**config.mk**
```make
export PLATFORM = sky130hd
export DESIGN_NAME = aska_spi_regbank
export DESIGN_NICKNAME = d
export VERILOG_FILES = /design/src/rtl/aska_spi_pkg.sv /design/src/rtl/aska_spi_sync.sv /design/src/rtl/aska_spi_regbank.sv
export SDC_FILE = /design/constraint.sdc
export NUM_CORES = 1
export LEC_CHECK = 0
export BUFFER_PORTS_ARGS = -buffer_cell sky130_fd_sc_hd__buf_2
export CORE_MARGIN = 2
export CORE_UTILIZATION = 42
export DETAILED_ROUTE_END_ITERATION = 12
export MAX_ROUTING_LAYER = met4
export PLACE_DENSITY = 0.61
export SYNTH_ARGS = -nofsm -noshare
export SYNTH_HDL_FRONTEND = slang
export SYNTH_SLANG_ARGS = --single-unit
```
**constraint.sdc**
```tcl
create_clock -name clk -period 10.3 [get_ports clk]
set_input_delay 0 -clock clk [delete_from_list [all_inputs] [get_ports clk]]
set_output_delay 0 -clock clk [all_outputs]
set_load 0.05 [all_outputs]
```
**src/rtl/aska_spi_pkg.sv**
```systemverilog
// Shared definitions for the SPI register bank: FSM encoding, command byte layout, R/W opcodes.
// Latency: n/a (types and constants only).
// Backpressure: n/a.
package aska_spi_pkg;

    typedef enum logic [2:0] {
        ST_IDLE    = 3'd0,
        ST_CMD     = 3'd1,
        ST_DATA    = 3'd2,
        ST_HOLD    = 3'd3,
        ST_WAIT_CS = 3'd4
    } state_e;

    localparam int   CMD_BITS     = 8;
    localparam int   CMD_RW_BIT   = 7;
    localparam int   CMD_ADDR_MSB = 6;
    localparam logic OP_WRITE     = 1'b0;
    localparam logic OP_READ      = 1'b1;

    function automatic logic addr_in_range(input logic [CMD_ADDR_MSB:0] addr, input int nreg);
        return int'(addr) < nreg;
    endfunction

endpackage

```
**src/rtl/aska_spi_sync.sv**
```systemverilog
// 2-flop synchronizer with rise/fall detection on the synchronized level.
// Latency: q_o 2 clk after d_i; edge pulses 1 clk wide, coincident with the new q_o level.
// Backpressure: none. Flops are deliberately unreset so they keep tracking the pins through reset.
module aska_spi_sync (
    input  logic clk,
    input  logic d_i,
    output logic q_o,
    output logic rise_o,
    output logic fall_o
);

    logic meta_q;
    logic sync_q;
    logic prev_q;

    always_ff @(posedge clk) begin
        meta_q <= d_i;
        sync_q <= meta_q;
        prev_q <= sync_q;
    end

    assign q_o    = sync_q;
    assign rise_o = sync_q & ~prev_q;
    assign fall_o = ~sync_q & prev_q;

endmodule

```
**src/rtl/aska_spi_regbank.sv**
```systemverilog
// SPI mode-0 slave register bank: command byte + DW data bits per CS-low frame; optional read-back
// via ASKA_SPI_READBACK_EN. Latency: commit / frame_err about 4 clk after the CS rise.
// Backpressure: none; clk must run at least 4x SPI_Clk.
module aska_spi_regbank
    import aska_spi_pkg::*;
#(
    parameter int              NREG    = 4,
    parameter int              DW      = 32,
    parameter logic [DW-1:0]   RST_VAL = '0
) (
    input  logic                 clk,
    input  logic                 reset,
    input  logic                 SPI_CS,
    input  logic                 SPI_Clk,
    input  logic                 SPI_MOSI,
    output logic                 SPI_MISO,
    output logic [NREG*DW-1:0]   regs,
    output logic [NREG-1:0]      wr_stb,
    output logic                 frame_err
);

    localparam logic [6:0] CMD_LAST  = 7'(CMD_BITS - 1);
    localparam logic [6:0] DATA_LAST = 7'(DW - 1);

    logic cs_q, mosi_q, sclk_rise, sclk_fall;
    logic unused_cs_rise, unused_cs_fall, unused_mosi_rise, unused_mosi_fall, unused_sclk_lvl;

    aska_spi_sync u_sync_cs   (.clk(clk), .d_i(SPI_CS),   .q_o(cs_q),
                               .rise_o(unused_cs_rise),   .fall_o(unused_cs_fall));
    aska_spi_sync u_sync_mosi (.clk(clk), .d_i(SPI_MOSI), .q_o(mosi_q),
                               .rise_o(unused_mosi_rise), .fall_o(unused_mosi_fall));
    aska_spi_sync u_sync_sclk (.clk(clk), .d_i(SPI_Clk),  .q_o(unused_sclk_lvl),
                               .rise_o(sclk_rise),        .fall_o(sclk_fall));

    state_e          state_q, state_d;
    logic [6:0]      cnt_q, cnt_d;
    logic [7:0]      cmd_q, cmd_d;
    logic [DW-1:0]   data_q, data_d;
    logic            ovl_q, ovl_d;
    logic [NREG-1:0] wr_stb_q, wr_stb_d;
    logic            frame_err_q, frame_err_d;
    logic [DW-1:0]   regs_q [NREG];
    logic            cmd_write, cmd_addr_ok;

    assign cmd_write   = cmd_q[CMD_RW_BIT] == OP_WRITE;
    assign cmd_addr_ok = addr_in_range(cmd_q[CMD_ADDR_MSB:0], NREG);

    // CS high is tested before any clock edge so a coincident SPI_Clk rise is dropped.
    always_comb begin
        state_d     = state_q;
        cnt_d       = cnt_q;
        cmd_d       = cmd_q;
        data_d      = data_q;
        ovl_d       = ovl_q;
        wr_stb_d    = '0;
        frame_err_d = 1'b0;
        unique case (state_q)
            ST_IDLE: begin
                if (!cs_q) begin
                    state_d = ST_CMD;
                    cnt_d   = '0;
                end
            end
            ST_CMD: begin
                if (cs_q) begin
                    state_d     = ST_IDLE;
                    frame_err_d = 1'b1;
                end else if (sclk_rise) begin
                    cmd_d = {cmd_q[6:0], mosi_q};
                    cnt_d = cnt_q + 7'd1;
                    if (cnt_q == CMD_LAST) begin
                        state_d = ST_DATA;
                        cnt_d   = '0;
                    end
                end
            end
            ST_DATA: begin
                if (cs_q) begin
                    state_d     = ST_IDLE;
                    frame_err_d = 1'b1;
                end else if (sclk_rise) begin
                    data_d = {data_q[DW-2:0], mosi_q};
                    cnt_d  = cnt_q + 7'd1;
                    if (cnt_q == DATA_LAST) begin
                        state_d = ST_HOLD;
                    end
                end
            end
            ST_HOLD: begin
                if (cs_q) begin
                    state_d = ST_IDLE;
                    if (!cmd_addr_ok) begin
                        frame_err_d = 1'b1;
                    end else if (cmd_write) begin
                        for (int k = 0; k < NREG; k++) begin
                            wr_stb_d[k] = int'(cmd_q[CMD_ADDR_MSB:0]) == k;
                        end
                    end
                end else if (sclk_rise) begin
                    state_d = ST_WAIT_CS;
                    ovl_d   = 1'b1;
                end
            end
            ST_WAIT_CS: begin
                // Also the post-reset state: only an overlong frame owes a frame_err here.
                if (cs_q) begin
                    state_d     = ST_IDLE;
                    frame_err_d = ovl_q;
                    ovl_d       = 1'b0;
                end
            end
            default: state_d = ST_WAIT_CS;
        endcase
    end

    always_ff @(posedge clk) begin
        if (reset) begin
            state_q     <= ST_WAIT_CS;
            cnt_q       <= '0;
            cmd_q       <= '0;
            data_q      <= '0;
            ovl_q       <= 1'b0;
            wr_stb_q    <= '0;
            frame_err_q <= 1'b0;
            for (int k = 0; k < NREG; k++) regs_q[k] <= RST_VAL;
        end else begin
            state_q     <= state_d;
            cnt_q       <= cnt_d;
            cmd_q       <= cmd_d;
            data_q      <= data_d;
            ovl_q       <= ovl_d;
            wr_stb_q    <= wr_stb_d;
            frame_err_q <= frame_err_d;
            for (int k = 0; k < NREG; k++) begin
                if (wr_stb_d[k]) regs_q[k] <= data_q;
            end
        end
    end

    for (genvar g = 0; g < NREG; g++) begin : g_regs
        assign regs[g*DW +: DW] = regs_q[g];
    end
    assign wr_stb    = wr_stb_q;
    assign frame_err = frame_err_q;

`ifdef ASKA_SPI_READBACK_EN
    logic [DW-1:0] rd_sh_q, rd_sh_d, rd_sel;
    logic [6:0]    nxt_addr;
    logic          miso_q, miso_d, rd_active;

    assign nxt_addr = {cmd_q[5:0], mosi_q};

    // The fall right after the last command bit is skipped: MSB is already on the pin.
    always_comb begin
        rd_sel = '0;
        for (int k = 0; k < NREG; k++) begin
            if (int'(nxt_addr) == k) rd_sel = regs_q[k];
        end
        rd_sh_d = rd_sh_q;
        if (state_q == ST_CMD && !cs_q && sclk_rise && cnt_q == CMD_LAST) begin
            rd_sh_d = rd_sel;
        end else if (state_q == ST_DATA && !cs_q && sclk_fall && cnt_q != '0) begin
            rd_sh_d = {rd_sh_q[DW-2:0], 1'b0};
        end
        rd_active = state_q == ST_DATA && cmd_q[CMD_RW_BIT] == OP_READ && cmd_addr_ok;
        miso_d    = rd_active && rd_sh_q[DW-1];
    end

    always_ff @(posedge clk) begin
        if (reset) begin
            rd_sh_q <= '0;
            miso_q  <= 1'b0;
        end else begin
            rd_sh_q <= rd_sh_d;
            miso_q  <= miso_d;
        end
    end

    assign SPI_MISO = miso_q;
`else
    logic unused_sclk_fall;
    assign unused_sclk_fall = sclk_fall;
    assign SPI_MISO         = 1'b0;
`endif

endmodule

```
# Yosys cells after proc, flatten, opt, wreduce, memory -nomap -nowiden
# Memory sizes are Yosys's and may differ from the RTL's.
# Index checks and enable logic that the tools add are counted.
dict set report classes {
  n_bitwise 7
  mux 49
  n_eq_ne 22
  addsub 1
  n_lt_le_gt_ge 1
  reduce_logical 10
}
# cell n
set op_table {}
lappend op_table {{two-way mux 32 bit} 4}
lappend op_table {{two-way mux 7 bit} 6}
lappend op_table {{two-way mux 3 bit} 10}
lappend op_table {{== test 7 x 3 -> 1 bit (second input constant)} 3}
lappend op_table {{two-way mux 1 bit} 21}
lappend op_table {{one-hot mux 7 bit (3 select lines)} 1}
lappend op_table {{two-way mux 4 bit} 4}
lappend op_table {{!= test 3 x 2 -> 1 bit (second input constant)} 5}
lappend op_table {{one-hot mux 3 bit (5 select lines)} 1}
lappend op_table {{!= test 2 bit (second input constant)} 7}
lappend op_table {{adder 7 x 1 -> 7 bit (second input constant)} 1}
lappend op_table {{== test 7 x 2 -> 1 bit (second input constant)} 1}
lappend op_table {{== test 7 x 5 -> 1 bit (second input constant)} 1}
lappend op_table {{logical NOT 7 bit} 1}
lappend op_table {{less-than comparator 7 x 3 -> 1 bit (second input constant)} 1}
lappend op_table {{AND reduction 7 bit} 1}
lappend op_table {{== test 3 x 2 -> 1 bit (second input constant)} 2}
lappend op_table {{AND reduction 3 bit} 2}
lappend op_table {{AND reduction 6 bit} 1}
lappend op_table {{bitwise OR 1 bit} 4}
lappend op_table {{AND reduction 4 bit} 1}
lappend op_table {{== test 3 x 1 -> 1 bit (second input constant)} 1}
lappend op_table {{== test 3 bit (second input constant)} 1}
lappend op_table {{logical NOT 3 bit} 1}
lappend op_table {{other kinds (8)} 9}
dict set report totals {
  inputBits 5
  elab_cells 105
  ramBits 128
  out_inout_bits 134
  register_bits 63
  mem_count 1
}
# memory words width rd rd_clocked_by_memory_dff write_ports line_no
set mem_list {}
lappend mem_list {regs_q 4 32 4 0 4 aska_spi_regbank.sv:42} ;# logic [DW-1:0] regs_q [NREG];

# Logic depth before layout (Yosys ltp)
# Gate-level depths: netlist of the first run.
dict set report depth {
  ltp_word 9
  mapped_depth 7
  ltp_nobuf 5
}

# By module
# Synthesis of the first run repeated with hierarchy kept, for this count alone.
dict set report hier_totals {
  cells_unflattened 571
  hier_area_um2 7319.5
}
# module seq_area_each_um2 cells_per_inst n_inst area_per_inst_um2
set by_module_without_submodules {}
lappend by_module_without_submodules {aska_spi_regbank 4964.8 556 1 7094.3}
lappend by_module_without_submodules {aska_spi_sync 60.1 5 3 75.1}

# Worst setup path before layout of the first run
# Ideal clock, no wire load.
dict set report synth_timing {
  path_type {reg2reg}
  start {reg cmd_q[2]}
  end {mem regs_q[0][0], enable pin}
  setup_slack_ns 5.590
  setup_ns 0.511
  required_ns 9.789
  path_stages_with_launch 4
  t_arrival_ns 4.199
  path_cell_list {dfxtp_1 > nor4_4 > nand3_1 > o41ai_1}
}
# item line_no
set synth_rtl {}
lappend synth_rtl {{start, declared} aska_spi_regbank.sv:37} ;# logic [7:0] cmd_q, cmd_d;
lappend synth_rtl {{start signal, assigned} aska_spi_regbank.sv:129} ;# cmd_q <= cmd_d;
lappend synth_rtl {{end, declared} aska_spi_regbank.sv:42}

==> metrics list, run 1 <==
- Result of the run: finished clean
* Worst setup path category: reg2reg
- FF-to-FF Start: state_q[1]
- Data arrival time at the worst-slack endpoint: 2.78 ns
- Setup Total Neg Slack: 0 ns
- Primary flip-flop cell chosen by synthesis mapping: sky130_fd_sc_hd__edfxtp_1
* Power per standard cell area: 181 nW/um^2
- Of the post-synthesis cell area, the dominant cell type holds 52.2%.
- For the worst setup path, the data required time is 10.60 ns.
* Routed length per instance: 16.0 um
- The endpoint identified for the worst register-to-register timing path is regs_q[3][24].
* Final worst-path cycle share: 24.1%
* Number of placed cells counting well taps: 894
- Synthesis instantiated 52 different standard cells from the library.
* Cell area reported after detailed placement: 8170 sq um
- Layout cells sized above 1: 29.3%
- Async set or reset register ratio after synthesis: 0%
* Total wire length after detailed routing: 14.9 mm
* Slew margin rel.: 17.4%
- Post-CTS timing repair inserted 0 buffers for setup.
- Sequential elements use 69.3% of the synthesized area.
- Across the run, the number of max-cap violations was 0.
- Maximum buffer depth of the clock tree: 2
- Die outline area: 18600 sq um
- Compared with the post-synthesis result, the final layout area differs by 18.9%.
* Pre-CTS setup slack: 7.80 ns
- The worst setup path is captured at a register.
* Number of enable-type register cells in the synthesized netlist: 128
- The worst hold path belongs to the class in2reg.
- For hold timing, the worst endpoint is cmd_q[0].
- Max-slew violation count: 0
- The worst hold path begins at reset.
- For the worst-skew pair, the clock arrives at the later sink with an insertion delay of 0.43 ns.
- Multiplexer share of the synthesized area: 1.38%
* Number of DRC markers in iteration 0: 308
- Counting the buffers created by CTS gives 17.
* Half-perimeter wire length after detailed placement: 9.60 mm
- DRC viols: 0
- For the pin with the worst max-slew slack, the measured transition is 1.23 ns.
* Yosys warning count: 0
- Summed instance area of the synthesized netlist: 7360 sq um
* Fin. Hold Viols: 0
- Number of cell rows: 48
- Vias post-DR: 4521
- Of the total synthesized cell area, the portion taken by XOR and XNOR cells is 0.238%.
- Measured along the y axis, the die boundary spans 136 um.
- Sink Count: 191
- Across the routed clock network, the largest skew measured is 0.00672 ns.
- Count of buffers from port buffering: 137
* Simple logic cell fraction of the synthesized area: 20.3%
- Subtracting the final worst setup slack from the clock period gives 2.48 ns.
- Top library cells by usage in the layout, fill and taps aside: 137 x sky130_fd_sc_hd__buf_2, 128 x sky130_fd_sc_hd__edfxtp_1, 117 x sky130_fd_sc_hd__and2_1
- The congestion estimate from routability-driven global placement came to 0.789.
- Count of final setup violators: 0
- The floorplan step defined a core boundary enclosing 17200 sq um.
* Hold Path Depth: 2
* Top cells by area, synth: sky130_fd_sc_hd__edfxtp_1 52%, sky130_fd_sc_hd__dfxtp_1 17%, sky130_fd_sc_hd__and2_1 9.9%, sky130_fd_sc_hd__nand2_1 3.7%, sky130_fd_sc_hd__a21oi_1 2.5%
- Across all register-to-register paths, the minimum setup slack is 7.82 ns.
* TritonCTS clock tree: done
- Post-synthesis average cell area: 13.3 sq um
- Unrepaired setup endpoints after global routing: no
* Combinational family with the most area after synthesis: simple AND/OR/NAND/NOR gates
* CP Max Fanout: 33
- Antenna violations before repair: 0
* Most common library cell in the layout ignoring fill and taps: sky130_fd_sc_hd__buf_2
- Die Span X: 136 um
- The first global-routing pass estimated 23.4 mm of wire.
* Library cell used as clock root buffer: sky130_fd_sc_hd__clkbuf_16
- Number of antenna diodes: 0
* Synthesized net count: 561
* Gate count of the mapped netlist: 555
* Worst IR drop on VDD: 0.129 mV
- In this run the static leakage power is 3.49 nW.
- For this configuration, the core starts out at a cell density of 42.7%.
* Clock slew at reported path FFs: 0.07 ns
* Post-route insts no fill: 929
- The synthesized design contains 191 register bits.
- Global-route usage over all layers: 17.1%
* Largest area contributor in the synthesized netlist: sky130_fd_sc_hd__edfxtp_1
* Largest net degree at the start of global routing: 50
- The via count of the first global-routing pass is 4255.
- Quantity of gates resized following cts: 0
- # IOs: 139
- STA classifies the critical path startpoint as a register.
- Nets: 697
* Global-route congestion overflow total: 0
* TritonRoute pass-1 iters: 4
* CTS Hold Bufs: 3
- Setup slack closes at 7.82 ns.
* Number of cells on the worst reg-to-reg path: 4
* Routed Antenna Nets: 0
- H-Tree Depth: 4
* Post-layout instance area: 8750 sq um
- Max Clk Rate: 0.403 GHz
* Number of vias per cell: 4.87
- Post-synthesis compound-gate area fraction: 4.77%
* Synthesized-area fraction occupied by adder cells: 0.323%
[kinds of logic (layout without fill, tap and decap cells)]
logic type,after synthesis,in the layout
and+or+nand+nor,258,258
AOI/OAI and AO/OA,56,56
buffers and inverters,35,184
DFF,191,191
other,1,1
adders and majority gates,2,2
xor gates and xnor gates,2,2
muxes,10,10
[stage by stage]
| stage | power, W | util, % | hold WS [ns] |
|---|---|---|---|
| after global routing | 0.00162 | 50.8 | 0.204 |
| final | 0.00158 | 50.8 | 0.199 |
| after global placement | 0.000985 | 47.4 | 0.105 |
| after floorplan | 0.000958 | - | 0.0277 |
| after detailed placement | 0.000986 | 47.4 | 0.105 |
| after CTS | 0.00159 | 50.8 | 0.187 |
[power breakdown]
group	switching (W)	leakage [nW]	internal, W	total (W)
Sequential	0.0000102	1.81	0.000836	0.000846
Clock	0.000295	0.269	0.000316	0.000611
Combinational	0.000101	1.42	0.0000216	0.000123
Total	0.000406	3.49	0.00117	0.00158
[flip-flops by register name (all words and copies together) (netlist names)]
signal              flops
regs_q                128
data_q                 32
cmd_q                   8
cnt_q                   7
wr_stb                  4
state_q                 3
frame_err               1
ovl_q                   1
u_sync_cs.meta_q        1
u_sync_cs.q_o           1
u_sync_mosi.meta_q      1
u_sync_mosi.q_o         1
u_sync_sclk.meta_q      1
u_sync_sclk.prev_q      1
u_sync_sclk.q_o         1
[synthesized netlist by cell type, types with 4 or more instances]
library cell               count
sky130_fd_sc_hd__inv_1         5
sky130_fd_sc_hd__and2_1      117
sky130_fd_sc_hd__a221o_1       4
sky130_fd_sc_hd__buf_6        16
sky130_fd_sc_hd__nor2_1       17
sky130_fd_sc_hd__nor3_1        4
sky130_fd_sc_hd__a21oi_1      37
sky130_fd_sc_hd__clkbuf_1      5
sky130_fd_sc_hd__mux2i_1       9
sky130_fd_sc_hd__and2_2       12
sky130_fd_sc_hd__nand2_1      72
sky130_fd_sc_hd__o41ai_1       4
sky130_fd_sc_hd__buf_2         7
sky130_fd_sc_hd__dfxtp_1      63
sky130_fd_sc_hd__nand3_1       4
sky130_fd_sc_hd__edfxtp_1    128
sky130_fd_sc_hd__nor3_4        4
[worst max-delay path by stage]
stage               endpoint  startpoint  cells after the start
4_1_cts         regs_q[1][0]  state_q[1]                      4
6_report       regs_q[3][24]  state_q[1]                      4
5_1_grt        regs_q[1][31]  state_q[1]                      4
3_5_place_dp    regs_q[1][0]  state_q[1]                      4
2_1_floorplan   regs_q[0][0]    cmd_q[2]                      3
3_3_place_gp   regs_q[3][24]  state_q[1]                      4
[per-layer routing]
metal	global-route usage, %	vias up	share of wire [%]
met5	-	-	0
met4	4.69	0	0.90
met3	3.95	11	4.8
met2	27.1	118	49
met1	22.2	2186	46
li1	-	2206	-
[critical path, cell delays in order, from the launching register on]
cell,delay (ns)
sky130_fd_sc_hd__dfxtp_1,0.59
sky130_fd_sc_hd__and3b_1,0.29
sky130_fd_sc_hd__nand4_4,0.19
sky130_fd_sc_hd__nor3_4,0.99
sky130_fd_sc_hd__and2_2,0.29
[layout make-up]
type                            count  area, sq um
Fill cell                        1520         8480
Sequential cell                   191         5100
Multi-Input combinational cell    329         2030
Timing Repair Buffer              147          768
Clock buffer                       17          425
Tap cell                          225          282
Clock inverter                     15          126
Inverter                            5         18.8
No activity file was read; power rests on OpenSTA's default activity.
==> run 2, diff against run 1 <==
==> constraint.sdc (replaced) <==
create_clock -name clk -period 2.3 [get_ports clk]
set_input_delay 0 -clock clk [delete_from_list [all_inputs] [get_ports clk]]
set_output_delay 0 -clock clk [all_outputs]
set_load 0.05 [all_outputs]
==> metrics list, run 2 (synthesis gave the netlist of run 1 again) <==
* H-Tree Depth: 4 (unchanged)
- Largest regs: regs_q (128), data_q (32), cmd_q (8) (unchanged)
- Die Span X: 136 um (unchanged)
* Result of the run: finished clean (unchanged)
- Max Clk Rate: 0.500 GHz (was 0.403 GHz)
- The top register by number of flip-flops is regs_q (unchanged).
* Worst path bufs/invs: 1 (was 0)
* Count of buffers from port buffering: 137 (unchanged)
- The fraction of final layout cells sized beyond drive strength 1 came to 30.8% (was 29.3%).
- The first-pass GRT wire length came to 23.1 mm (was 23.4 mm).
- The aggregate global-route resource usage was 16.8% (was 17.1%).
* Routed length per instance: 15.7 um (was 16.0 um)
* Post-route insts no fill: 940 (was 929)
* Gpl congestion: 0.848 (was 0.789)
- Required time at the worst-slack endpoint: 2.43 ns (was 10.60 ns)
- Power per standard cell area: 796 nW/um^2 (was 181 nW/um^2)
* Final period demand of the worst path: 2.00 ns (was 2.48 ns)
* Die outline area: 18600 sq um (unchanged)
* Library cell used as clock root buffer: sky130_fd_sc_hd__clkbuf_16 (unchanged)
- The leakage component of the power was 3.58 nW (was 3.49 nW).
* Most common library cell in the layout ignoring fill and taps: sky130_fd_sc_hd__buf_2 (unchanged)
- The total setup violations reported at the end of the flow came to 0 (unchanged).
* TritonCTS clock tree: done (unchanged)
* Number of antenna diodes: 0 (unchanged)
- Met1 layer wirelength in the final routing: 6.69 mm (was 6.78 mm)
- The worst-case clock skew is 0.00902 ns (was 0.00672 ns).
- Die H: 136 um (unchanged)
* Cell breakdown of the critical path: and3b_1 > nand3_4 > o41ai_4 > buf_4 (was and3b_1 > nand4_4 > nor3_4 > and2_2)
- Routed Antenna Nets: 0 (unchanged)
- The initial cell density of the core came to 42.7% (unchanged).
- Post-layout power: 0.00711 W (was 0.00158 W)
* Quantity of gates resized following cts: 0 (unchanged)
* Met2 Wirelength: 7.19 mm (was 7.25 mm)
* Min-Delay Path Class: in2reg (unchanged)
- Standard cell core area: 17200 sq um (unchanged)
- The longest individual stage delay on the worst path is 0.50 ns (was 0.99 ns).
- Master of the slowest instance on the critical path: sky130_fd_sc_hd__dfxtp_1 (was sky130_fd_sc_hd__nor3_4)
- Data arrival time at the worst-slack endpoint: 2.13 ns (was 2.78 ns)
- CP top delay family: flip-flops (was simple AND/OR/NAND/NOR gates)
- The overflow left after global routing is 0 (unchanged).
- Number of flip-flops in the largest register: 128 (unchanged)
* Via count of the first global-routing pass: 4295 (was 4255)
- The ratio of final minimum period to clock period came to 87.0% (was 24.1%).
- The final hold slack came to 0.0399 ns (was 0.199 ns).
* TritonRoute pass-1 iters: 4 (unchanged)
- The detailed placer's ending HPWL is 9.94 mm (was 9.60 mm).
* Max-capacitance violation count: 0 (unchanged)
* Routed length on met3: 726 um (was 711 um)
* Number of cell rows: 48 (unchanged)
- The total clock buffers created by CTS came to 17 (unchanged).
* Unrepaired setup endpoints after global routing: no (unchanged)
- Number of vias per cell: 4.82 (was 4.87)
- Worst IR drop on VDD: 0.513 mV (was 0.129 mV)
- Vias post-DR: 4528 (was 4521)
- # IOs: 139 (unchanged)
* Fin. Hold Viols: 0 (unchanged)
* Clock slew at reported path FFs: 0.07 ns (about the same)
* Sink Count: 191 (unchanged)
- The nature of the critical path endpoint is a register (unchanged).
* Nets: 708 (was 697)
- Largest net degree at the start of global routing: 34 (was 50)
* Worst setup path category: reg2reg (unchanged)
* Top library cells by usage in the layout, fill and taps aside: 137 x sky130_fd_sc_hd__buf_2, 128 x sky130_fd_sc_hd__edfxtp_1, 117 x sky130_fd_sc_hd__and2_1 (unchanged)
- Type of origin of the critical path: register (unchanged)
- The number of placed instances, taps included was 905 (was 894).
- CP Max Fanout: 10 (was 33)
- The clock latency at the later pin of the worst-skew pair came to 0.42 ns (was 0.43 ns).
- DRC viols: 0 (unchanged)
- Post-layout instance area: 8930 sq um (was 8750 sq um)
- The sum of routed wire length over all layers is 14.7 mm (was 14.9 mm).
- The initial antenna violation count was 0 (unchanged).
- The highest metal layer with signal wires is met4 (unchanged).
- Number of DRC markers in iteration 0: 315 (was 308)
- The maximum clock insertion buffer count was 2 (unchanged).
* Max-slew violation count: 0 (unchanged)
* Area growth from synthesis to final layout: 21.3% (was 18.9%)
- Cell area reported after detailed placement: 8340 sq um (was 8170 sq um)
## run 2: worst register-to-register path, cell delays in order, from the launching register on
cell	delay [ns]
sky130_fd_sc_hd__dfxtp_1	0.50
sky130_fd_sc_hd__and3b_1	0.34
sky130_fd_sc_hd__nand3_4	0.17
sky130_fd_sc_hd__o41ai_4	0.43
sky130_fd_sc_hd__buf_4	0.27
## run 2: through the flow
stage	utilization [%]	setup WS (ns)	setup TNS, ns
CTS	51.8	0.305	0
finish	51.8	0.299	0
global placement	48.4	0.350	0
floorplan	-	-0.247	-24.46
detailed placement	48.4	0.313	0
global route	51.8	0.218	0
## run 2: report_power, final
part,switching (W),internal [W],leakage (nW),total (W)
registers,0.0000394,0.00374,1.81,0.00378
clock network,0.00130,0.00145,0.277,0.00276
logic,0.000464,0.000109,1.50,0.000573
total,0.00181,0.00531,3.58,0.00711
## run 2: final timing paths
path | from | end | slack (ns) | depth (start not counted)
setup / recovery | u_sync_cs.q_o | regs_q[0][19] | 0.30 | 4
hold / removal | reset | data_q[27] | 0.04 | 2
setup reg to reg | u_sync_cs.q_o | regs_q[0][19] | 0.30 | 4
hold reg to reg | u_sync_mosi.meta_q | u_sync_mosi.q_o | 0.33 | 0
## run 2: cell type report
type / instances / area [sq um]
fill: 1476 / 8310
sequential: 191 / 5110
multi-input combinational: 329 / 2080
timing repair buffer: 158 / 876
clock buffer: 18 / 439
tap: 225 / 282
clock inverter: 14 / 123
inverter: 5 / 18.8
## run 2: routing by layer
layer / GRT usage, % / up-vias
met1: 22.2 / 2169
met2: 26.7 / 123
met4: 4.05 / 0
met3: 3.69 / 12
li1: - / 2224
met5: - / -
## run 2: timing repair
item | in CTS | in global routing
endpoints found under the hold margin | 3 | 0
setup buffers | 0 | 0
hold buffers | 3 | 0
==> run 3, diff against run 2 <==
--- a/config.mk
+++ b/config.mk
@@ -13,4 +13,5 @@
 export PLACE_DENSITY = 0.61
 export SYNTH_ARGS = -nofsm -noshare
 export SYNTH_HDL_FRONTEND = slang
+export SYNTH_HIERARCHICAL = 1
 export SYNTH_SLANG_ARGS = --single-unit
==> metrics list, run 3 <==
- The slowest cell on the critical path is sky130_fd_sc_hd__dfxtp_1 (unchanged).
* Met3 Usage GRT: 4.00% (was 3.69%)
- The overall die area was 18300 sq um (was 18600 sq um).
* Post-route clock skew: 0.0108 ns (was 0.00902 ns)
- Number of placed cells counting well taps: 910 (was 905)
- The number of vias in the routed layout came to 4673 (was 4528).
- Largest regs: regs_q (128), data_q (32), cmd_q (8) (unchanged).
- Number of DRC markers in iteration 0: 310 (was 315)
- The met2 track demand over resource in global routing was 29.0% (was 26.7%).
- The average size of a mapped cell was 12.8 sq um (was 13.3 sq um).
- Number of antenna diodes: 0 (unchanged)
- The x dimension of the die is 135 um (was 136 um).
- Worst setup path category: reg2reg (unchanged)
* Top library cells by usage in the layout, fill and taps aside: 137 x sky130_fd_sc_hd__buf_2, 129 x sky130_fd_sc_hd__and2_1, 128 x sky130_fd_sc_hd__edfxtp_1 (was 137 x sky130_fd_sc_hd__buf_2, 128 x sky130_fd_sc_hd__edfxtp_1, 117 x sky130_fd_sc_hd__and2_1)
* Register-to-register setup slack: 0.29 ns (was 0.30 ns)
- The type of the worst min-delay path was in2reg (unchanged).
- The worst hold path startpoint is reset (unchanged).
- Fin. Hold Viols: 0 (unchanged)
* Final period demand of the worst path: 2.01 ns (was 2.00 ns)
- Summed instance area of the synthesized netlist: 7240 sq um (was 7360 sq um)
- TritonCTS clock tree: done (unchanged)
- The start of the worst register-to-register path is u_sync_cs/q_o (was u_sync_cs.q_o).
- The area of all placed cells without fillers came to 8970 sq um (was 8930 sq um).
* Standard cell core area: 17100 sq um (was 17200 sq um)
- Number of flip-flops in the largest register: 128 (unchanged)
- Unrepaired setup endpoints after global routing: no (unchanged)
* Gpl congestion: 0.740 (was 0.848)
* Number of cell rows: 48 (unchanged)
- Sink of the worst hold path: cnt_q[2] (was data_q[27])
* Yosys warning count: 6 (was 0)
- Max-capacitance violation count: 0 (unchanged)
* Register ranked first by flip-flop count: regs_q (unchanged)
- Quantity of gates resized following cts: 0 (unchanged)
- The number of H-tree branching levels is 4 (unchanged).
* # IOs: 139 (unchanged)
- Worst IR drop on VDD: 0.502 mV (was 0.513 mV)
- The number of detailed-route iterations in the first pass came to 5 (was 4).
* Count of final setup violators: 0 (unchanged)
- Critical R2R Capture: regs_q[0][18] (was regs_q[0][19])
* Global-route usage over all layers: 18.0% (was 16.8%)
- Slew margin rel.: 57.8%
- Gate count of the mapped netlist: 564 (was 555)
* CP Max Fanout: 32 (was 10)
- The kind of start point of the critical path is a register (unchanged).
- The power per cell area was 797 nW/um^2 (was 796 nW/um^2).
- The number of hold buffers added after cts came to 3 (unchanged).
- The detailed placer's ending HPWL was 9.98 mm (was 9.94 mm).
* Number of post-CTS setup repair buffers: 0 (unchanged)
- Maximum buffer depth of the clock tree: 2 (unchanged)
- Nets: 713 (was 708)
- Most used routing layer in global routing: met2 (unchanged)
* Fill count: 1450 (was 1476)
* Largest net degree at the start of global routing: 34 (unchanged)
- The count of input and output buffers was 137 (unchanged).
* Die H: 135 um (was 136 um)
- Storage element area: 5110 sq um (about the same)
- The count of unresolved DRC violations after routing was 0 (unchanged).
- The nature of the critical path endpoint was a register (unchanged).
- The number of nets with antenna violations after detailed routing is 0 (unchanged).
- The ratio of final minimum period to clock period came to 87.3% (was 87.0%).
* Cell breakdown of the critical path: and3b_1 > nand3_4 > o41ai_4 > buf_12 (was and3b_1 > nand3_4 > o41ai_4 > buf_4)
* Clock slew at reported path FFs: 0.07 ns (about the same)
- Leakage power figure: 3.50 nW (was 3.58 nW)
- The routed length per instance was 16.6 um (was 15.7 um).
* Number of cells on the worst reg-to-reg path: 4 (unchanged)
- Antenna violations before repair: 0 (unchanged)
- The fraction of final layout cells sized beyond drive strength 1 is 28.6% (was 30.8%).
* Most common library cell in the layout ignoring fill and taps: sky130_fd_sc_hd__buf_2 (unchanged)
* Result of the run: finished clean (unchanged)
* Measured slew at the worst slew-check pin: 0.630 ns
* Data arrival time at the worst-slack endpoint: 2.13 ns (about the same)
- The number of cells traversed by the worst hold path came to 2 (unchanged).
* Footprint of the multi-input gates: 2070 sq um (was 2080 sq um)
- The longest individual stage delay on the worst path came to 0.56 ns (was 0.50 ns).
- Max Clk Rate: 0.498 GHz (was 0.500 GHz)
- Global-route congestion overflow total: 0 (unchanged)
* Met1 track utilization from global routing: 23.1% (was 22.2%)
- The area after detailed placement is 8380 sq um (was 8340 sq um).
- Total wire length after detailed routing: 15.7 mm (was 14.7 mm)
* Post-route insts no fill: 945 (was 940)
* Sink Count: 191 (unchanged)
- Number of CTS-inserted buffers: 17 (unchanged)
- The initial cell density of the core is 42.5% (was 42.7%).
* Number of vias per cell: 4.94 (was 4.82)
- The max-slew violation count is 0 (unchanged).
- The CTS root buffer was sky130_fd_sc_hd__clkbuf_16 (unchanged).
- Synthesized net count: 570 (was 561)
- The via count of the first global-routing pass was 4466 (was 4295).
- Skew-Pair Late Insertion Delay: 0.43 ns (was 0.42 ns)
* Area growth from synthesis to final layout: 23.9% (was 21.3%)
* Required time at the worst-slack endpoint: 2.42 ns (was 2.43 ns)
* Global-route wire length before repair: 24.3 mm (was 23.1 mm)
## run 3: area by class of cell
cell class | count | share of cell area, %
Tap cell | 225 | 3.14
Multi-Input combinational cell | 333 | 23.1
Sequential cell | 191 | 56.9
Clock buffer | 17 | 4.74
Clock inverter | 15 | 1.52
Inverter | 8 | 0.335
Timing Repair Buffer | 156 | 10.3
## run 3: routing by layer
metal	wire (um)	share of wire [%]
met5	0	0
met2	7710	49
met4	151	0.96
met3	826	5.3
met1	6970	44
## run 3: worst max-delay path: cells and delay by family, from the launching register on
| family | cells | cell delay (ns) |
|---|---|---|
| buffers and inverters | 1 | 0.27 |
| AND/OR/NAND/NOR | 2 | 0.46 |
| AO/OA/AOI/OAI | 1 | 0.38 |
| flip-flops | 1 | 0.56 |
## run 3: worst max path at each step
| stage | slack (ns) | start | endpoint |
|---|---|---|---|
| final | 0.29 | u_sync_cs/q_o | regs_q[0][18] |
| after global routing | 0.19 | u_sync_cs/q_o | regs_q[0][12] |
| after CTS | 0.29 | u_sync_cs/q_o | regs_q[0][18] |
| after detailed placement | 0.32 | u_sync_cs/q_o | regs_q[0][18] |
| after global placement | 0.37 | u_sync_cs/q_o | regs_q[0][14] |
| after floorplan | -0.21 | cmd_q[5] | regs_q[0][0] |
## run 3: power breakdown
part / switching, W / internal [W] / total [W]
clock: 0.00130 / 0.00150 / 0.00281
sequential: 0.0000452 / 0.00374 / 0.00378
combinational: 0.000448 / 0.000115 / 0.000563
total: 0.00179 / 0.00536 / 0.00715
## run 3: through the flow
step	total power [W]	worst slack (ns)	hold slack, ns	util (%)	setup TNS (ns)
4_1_cts	0.00720	0.286	0.0536	52.6	0
6_report	0.00715	0.292	0.0587	52.6	0
5_1_grt	0.00738	0.188	0.0941	52.6	0
2_1_floorplan	0.00428	-0.209	0.0277	-	-19.59
3_5_place_dp	0.00442	0.316	0.104	49.1	0
3_3_place_gp	0.00441	0.369	0.104	49.1	0
